==> config.mk <==
export PLATFORM = sky130hd
export DESIGN_NAME = integration_scheduler
export DESIGN_NICKNAME = d
export VERILOG_FILES = /design/src/rtl/integration_scheduler.sv
export SDC_FILE = /design/constraint.sdc
export NUM_CORES = 1
export LEC_CHECK = 0
export CORE_MARGIN = 2
export CORE_UTILIZATION = 29
export CTS_BUF_LIST = sky130_fd_sc_hd__clkbuf_8
export CTS_CLUSTER_DIAMETER = 30
export DETAILED_ROUTE_END_ITERATION = 12
export PLACE_DENSITY_LB_ADDON = 0.08
export SYNTH_ARGS = -nofsm -noshare
export SYNTH_HDL_FRONTEND = slang
export SYNTH_SLANG_ARGS = --single-unit
==> constraint.sdc <==
create_clock -name clki -period 2.5 [get_ports clki]
set_input_delay 0.25 -clock clki [delete_from_list [all_inputs] [get_ports clki]]
set_output_delay 0.25 -clock clki [all_outputs]
set_load 0.005 [all_outputs]
==> src/rtl/integration_scheduler.sv <==
// Integration timing and correlator readout scheduler.
// Divides clki into a sample strobe and an end-of-integration strobe, and at
// the end of each integration streams a frame (sync byte followed by every
// accumulator, MSB byte first) to a byte-wide valid/ready transmitter.
module integration_scheduler #(
  parameter int         NUM_INPUTS      = 12,
  parameter int         NUM_CORRELATORS = NUM_INPUTS*(NUM_INPUTS-1)/2,
  parameter int         RESOLUTION      = 16,
  parameter int         SAMPLE_DIV      = 50,
  parameter int         INTEG_SAMPLES   = 100000,
  parameter logic [7:0] HEADER          = 8'hA5
) (
  input  logic                               clki,
  input  logic                               rsti_n,
  input  logic                               enable,
  output logic                               sample_clk_pulse,
  output logic                               integration_clk_pulse,
  output logic                               rd_en,
  output logic [$clog2(NUM_CORRELATORS)-1:0] rd_addr,
  input  logic [RESOLUTION-1:0]              rd_data,
  output logic [7:0]                         tx_data,
  output logic                               tx_valid,
  input  logic                               tx_ready,
  output logic                               busy,
  output logic                               overrun
);

  localparam int SW     = (SAMPLE_DIV > 1) ? $clog2(SAMPLE_DIV) : 1;
  localparam int IW     = (INTEG_SAMPLES > 1) ? $clog2(INTEG_SAMPLES) : 1;
  localparam int AW     = $clog2(NUM_CORRELATORS);
  localparam int NBYTES = RESOLUTION / 8;
  localparam int BW     = $clog2(NBYTES + 1);

  typedef enum logic [2:0] {IDLE, HDR, FETCH, LOAD, SEND} state_t;

  state_t                state;
  state_t                state_nxt;
  logic [SW-1:0]         sample_cnt;
  logic [IW-1:0]         integ_cnt;
  logic [AW-1:0]         index;
  logic [RESOLUTION-1:0] shift_word;
  logic [BW-1:0]         byte_cnt;
  logic                  accept;
  logic                  last_byte;
  logic                  last_word;

  assign sample_clk_pulse      = enable && (sample_cnt == SW'(SAMPLE_DIV - 1));
  assign integration_clk_pulse = sample_clk_pulse && (integ_cnt == IW'(INTEG_SAMPLES - 1));
  assign accept                = tx_valid && tx_ready;
  assign last_byte             = (byte_cnt == BW'(1));
  assign last_word             = (index == AW'(NUM_CORRELATORS - 1));
  // The index only changes on the way into FETCH, so it doubles as a held rd_addr.
  assign rd_addr               = index;

  // Sample divider: free-runs while enabled, parked at zero otherwise.
  always_ff @(posedge clki) begin
    if (!rsti_n || !enable) begin
      sample_cnt <= '0;
    end else if (sample_clk_pulse) begin
      sample_cnt <= '0;
    end else begin
      sample_cnt <= sample_cnt + 1'b1;
    end
  end

  // Integration counter: advances once per sample strobe.
  always_ff @(posedge clki) begin
    if (!rsti_n || !enable) begin
      integ_cnt <= '0;
    end else if (sample_clk_pulse) begin
      integ_cnt <= integration_clk_pulse ? '0 : integ_cnt + 1'b1;
    end
  end

  // Readout state register.
  always_ff @(posedge clki) begin
    if (!rsti_n) begin
      state <= IDLE;
    end else begin
      state <= state_nxt;
    end
  end

  // Readout next-state logic; a strobe seen outside IDLE never starts a frame.
  always_comb begin
    state_nxt = state;
    case (state)
      IDLE:    if (integration_clk_pulse) state_nxt = HDR;
      HDR:     if (accept) state_nxt = FETCH;
      FETCH:   state_nxt = LOAD;
      LOAD:    state_nxt = SEND;
      SEND:    if (accept && last_byte) state_nxt = last_word ? IDLE : FETCH;
      default: state_nxt = IDLE;
    endcase
  end

  // Readout outputs, decoded from the state so they are all zero in IDLE.
  always_comb begin
    rd_en    = 1'b0;
    tx_valid = 1'b0;
    tx_data  = 8'h00;
    busy     = 1'b1;
    case (state)
      HDR: begin
        tx_valid = 1'b1;
        tx_data  = HEADER;
      end
      FETCH:   rd_en = 1'b1;
      LOAD:    ;
      SEND: begin
        tx_valid = 1'b1;
        tx_data  = shift_word[RESOLUTION-1 -: 8];
      end
      default: busy = 1'b0;
    endcase
  end

  // Word index and remaining-byte count for the frame in flight.
  always_ff @(posedge clki) begin
    if (!rsti_n) begin
      index    <= '0;
      byte_cnt <= '0;
    end else begin
      case (state)
        HDR:  if (accept) index <= '0;
        LOAD: byte_cnt <= BW'(NBYTES);
        SEND: begin
          if (accept) begin
            byte_cnt <= byte_cnt - 1'b1;
            if (last_byte && !last_word) index <= index + 1'b1;
          end
        end
        default: ;
      endcase
    end
  end

  // Captured accumulator word, shifted up a byte per accepted transfer.
  always_ff @(posedge clki) begin
    if (state == LOAD) begin
      shift_word <= rd_data;
    end else if (state == SEND && accept) begin
      shift_word <= shift_word << 8;
    end
  end

  // Sticky flag: an integration ended while the previous frame was still out.
  always_ff @(posedge clki) begin
    if (!rsti_n) begin
      overrun <= 1'b0;
    end else if (integration_clk_pulse && busy) begin
      overrun <= 1'b1;
    end
  end

endmodule

==> results.py <==
metrics = {
    "logic_synthesis": {
        "synth_top_family_by_area": "simple AND/OR/NAND/NOR gates",
        "avgSynthCellArea_sq_um": 8.97,
        "synth_most_common_cell": "nand2_1",
        "synth-simple-area-share": 0.308,
        "post-synth-top-area-fraction": 0.278,
        "synth_cell_type_count": 48,
        "synth_seq_cells": 52,
        "synthFlopType": "dfxtp_1",
        "synthAdderAreaFrac": 0.0290,
        "synth_compound_area_frac": 0.134,
        "synth_xor_area_frac": 0.0304,
        "yosys-top-cells-area": "dfxtp_1 28%, edfxtp_1 19%, nand2_1 6.4%",
        "syn_inst": 289,
        "syn-cell-area_sq_mm": 0.00259,
        "async_reset_ff_frac": 0,
        "yosys.area.top_type": "dfxtp_1",
        "synth_fp_nets": 315,
        "synth_edf_count": 16,
        "ys.warnings.count": 0,
        "yosys-top-cells-count": "44 x nand2_1, 36 x dfxtp_1, 22 x a21oi_1",
        "synthMuxAreaShare": 0,
        "yosysSeqAreaShare": 0.463,
    },
    "clock_tree": {
        "root_buffer": "clkbuf_8",
        "post_cts_resized": 0,
        "cts_num_sinks": 52,
        "htreeDepth": 2,
        "cts_inserted_buffers": 5,
        "cts_hold_buf": 0,
        "clk_pin_slew_ns": 0.09,
        "tritoncts": "done",
        "clock_latency_ns": 0.30,
        "cts_setup_buffers": 0,
        "clockBufferDepth": 2,
    },
    "global_route": {
        "grtUsageMet2": 0.193,
        "antenna_found_initial": 0,
        "grt_pass1_vias": 2053,
        "grt-ovfl-total": 0,
        "track_usage": 0.124,
        "global_route.usage.met1": 0.178,
        "met3_usage": 0.0262,
        "grt_start_max_net_pins": 19,
        "grt_pass1_wl_um": 9960,
        "busiest_layer": "met2",
    },
    "floorplanning": {
        "initial_core_util": 0.299,
        "rows": 34,
        "dieArea_sq_mm": 0.00971,
        "die_x_um": 98.6,
        "core_sq_mm": 0.00868,
        "io_pins": 41,
        "die_y_um": 98.6,
    },
    "place": {
        "placed_area_sq_mm": 0.00312,
        "dp.cells": 432,
        "place_hpwl_um": 4160,
        "gp_congestion": 0.828,
        "numPortBuffers": 40,
    },
    "timing": {
        "fmax_mhz": 447,
        "hold_viol_final": 0,
        "tightestPinTransition_ns": 0.426,
        "slew_headroom": 0.715,
        "fin_skew_ns": 0.00642,
        "slew_violations": 0,
        "finalSetupTns_ns": 0,
        "setup_viol": 0,
        "period_minus_slack_ns": 2.24,
        "rsz0062_at_grt": "no",
        "period_share": 0.895,
    },
    "pwr": {
        "max-vdd-ir-drop_mv": 0.203,
        "p_leak_nw": 1.10,
        "power_density_mw_per_mm2": 429,
    },
    "final_layout": {
        "regArea_sq_mm": 0.00120,
        "antennaDiodeCount": 0,
        "drive_gt1_frac": 0.0572,
        "area_growth_pct": 23.6,
        "fillers": 907,
        "final_area_sq_mm": 0.00320,
        "stdcell_count": 440,
        "multi_input_area_sq_mm": 0.00130,
        "fin_util": 0.369,
        "fin_nets": 357,
    },
    "setup_path": {
        "required_ns": 2.25,
        "worstPathMaxFanout": 10,
        "cp-startpoint": "state[2]",
        "r2r.worst_path.cells": 5,
        "endpoint": "tx_data[0]",
        "crit_path_start_kind": "flop",
        "r2r_end": "integ_cnt[15]",
        "crit_type": "flop to primary output",
        "arrival_ns": 1.99,
        "reg2reg_slack_ns": 0.43,
        "cp-end-kind": "primary output",
        "worst_r2r_startpoint": "sample_cnt[0]",
    },
    "route": {
        "via_per_inst": 5.02,
        "num_vias": 2208,
        "drtIter0Drc": 77,
        "drc": 0,
        "wl_per_cell_um": 13.3,
        "first_pass_iters": 4,
        "ant_nets": 0,
        "routed_wl_um": 5860,
    },
    "job": {
        "drv_cap": 0,
    },
    "worst_hold_path": {
        "min_path_type": "flop to flop",
    },
    "run_status": {
        "status": "finished, final reports clean",
    },
}
[metrics by stage]
| stage | setup WS, ns | power [mW] | hold slack, ns |
|---|---|---|---|
| floorplan | 0.570 | 0.897 | 0.396 |
| global placement | 0.339 | 0.938 | 0.451 |
| detailed placement | 0.305 | 0.939 | 0.454 |
| CTS | 0.269 | 1.40 | 0.477 |
| global route | 0.170 | 1.44 | 0.503 |
| finish | 0.263 | 1.37 | 0.469 |
[cell families after synthesis]
| family | Yosys count |
|---|---|
| adder cells (fa/ha/maj) | 6 |
| AO/OA/AOI/OAI | 56 |
| flip-flops | 52 |
| buffers and inverters | 22 |
| AND/OR/NAND/NOR | 144 |
| XOR/XNOR | 9 |
[power by group]
part / switching [mW] / internal (mW) / leakage, nW
logic: 0.0202 / 0.0320 / 0.599
clock network: 0.269 / 0.188 / 0.0482
registers: 0.00139 / 0.864 / 0.451
total: 0.291 / 1.08 / 1.10
[state kept, by name (all words and copies together) (netlist names)]
name,count
integ_cnt,17
shift_word,16
rd_addr,7
sample_cnt,6
state,3
byte_cnt,2
overrun,1
[critical path, stage by stage, from the launching register on]
cell             delay (ns)
dfxtp_1                0.53
nor2b_1                0.36
nand2_1                0.09
a21oi_1                0.17
clkdlybuf4s50_1        0.53
[worst min-delay path by stage]
stage          cells after the start            end  slack (ns)     startpoint
3_5_place_dp                       1  sample_cnt[0]        0.45  sample_cnt[0]
6_report                           1  sample_cnt[0]        0.47  sample_cnt[0]
3_3_place_gp                       1  sample_cnt[0]        0.45  sample_cnt[0]
5_1_grt                            1        overrun        0.50        overrun
2_1_floorplan                      1   integ_cnt[6]        0.40         enable
4_1_cts                            1  sample_cnt[0]        0.48  sample_cnt[0]
[cells in the final DEF, fill, tap and decap left out, types with 2 or more instances in the layout]
| cell | netlist | routed |
|---|---|---|
| a21oi_1 | 22 | 22 |
| a22oi_1 | 3 | 3 |
| a31oi_1 | 3 | 3 |
| and2_1 | 16 | 16 |
| and3_1 | 4 | 4 |
| and4_1 | 3 | 3 |
| and4bb_2 | 2 | 2 |
| buf_4 | 0 | 6 |
| clkbuf_8 | 0 | 5 |
| clkdlybuf4s50_1 | 0 | 40 |
| dfxtp_1 | 36 | 36 |
| edfxtp_1 | 16 | 16 |
| ha_1 | 6 | 6 |
| inv_1 | 11 | 13 |
| nand2_1 | 44 | 44 |
| nand2b_1 | 2 | 2 |
| nand3_1 | 14 | 14 |
| nand4_1 | 8 | 8 |
| nand4b_1 | 2 | 2 |
| nand4bb_1 | 2 | 2 |
| nor2_1 | 18 | 18 |
| nor2b_1 | 4 | 4 |
| nor3_1 | 2 | 2 |
| nor4_1 | 2 | 2 |
| o21ai_0 | 9 | 9 |
| o22ai_1 | 2 | 2 |
| o31ai_1 | 6 | 6 |
| o32ai_1 | 4 | 4 |
| or3_1 | 4 | 4 |
| or4_1 | 7 | 7 |
| xnor2_1 | 5 | 5 |
| xor2_1 | 4 | 4 |
[layer usage]
| metal | wire [um] | part of all wire |
|---|---|---|
| met4 | 77 | 0.013 |
| met3 | 211 | 0.036 |
| met1 | 2930 | 0.50 |
| met5 | 0 | 0 |
| met2 | 2630 | 0.45 |
[area by class of cell]
type | count | share of cell area
flip-flops and latches | 52 | 0.375
inverters | 11 | 0.0129
repair buffers | 46 | 0.139
multi-input cells | 215 | 0.406
clock buffers | 5 | 0.0215
well taps | 108 | 0.0422
clock inverters | 3 | 0.00351
Power figures use the tool's default switching activity.
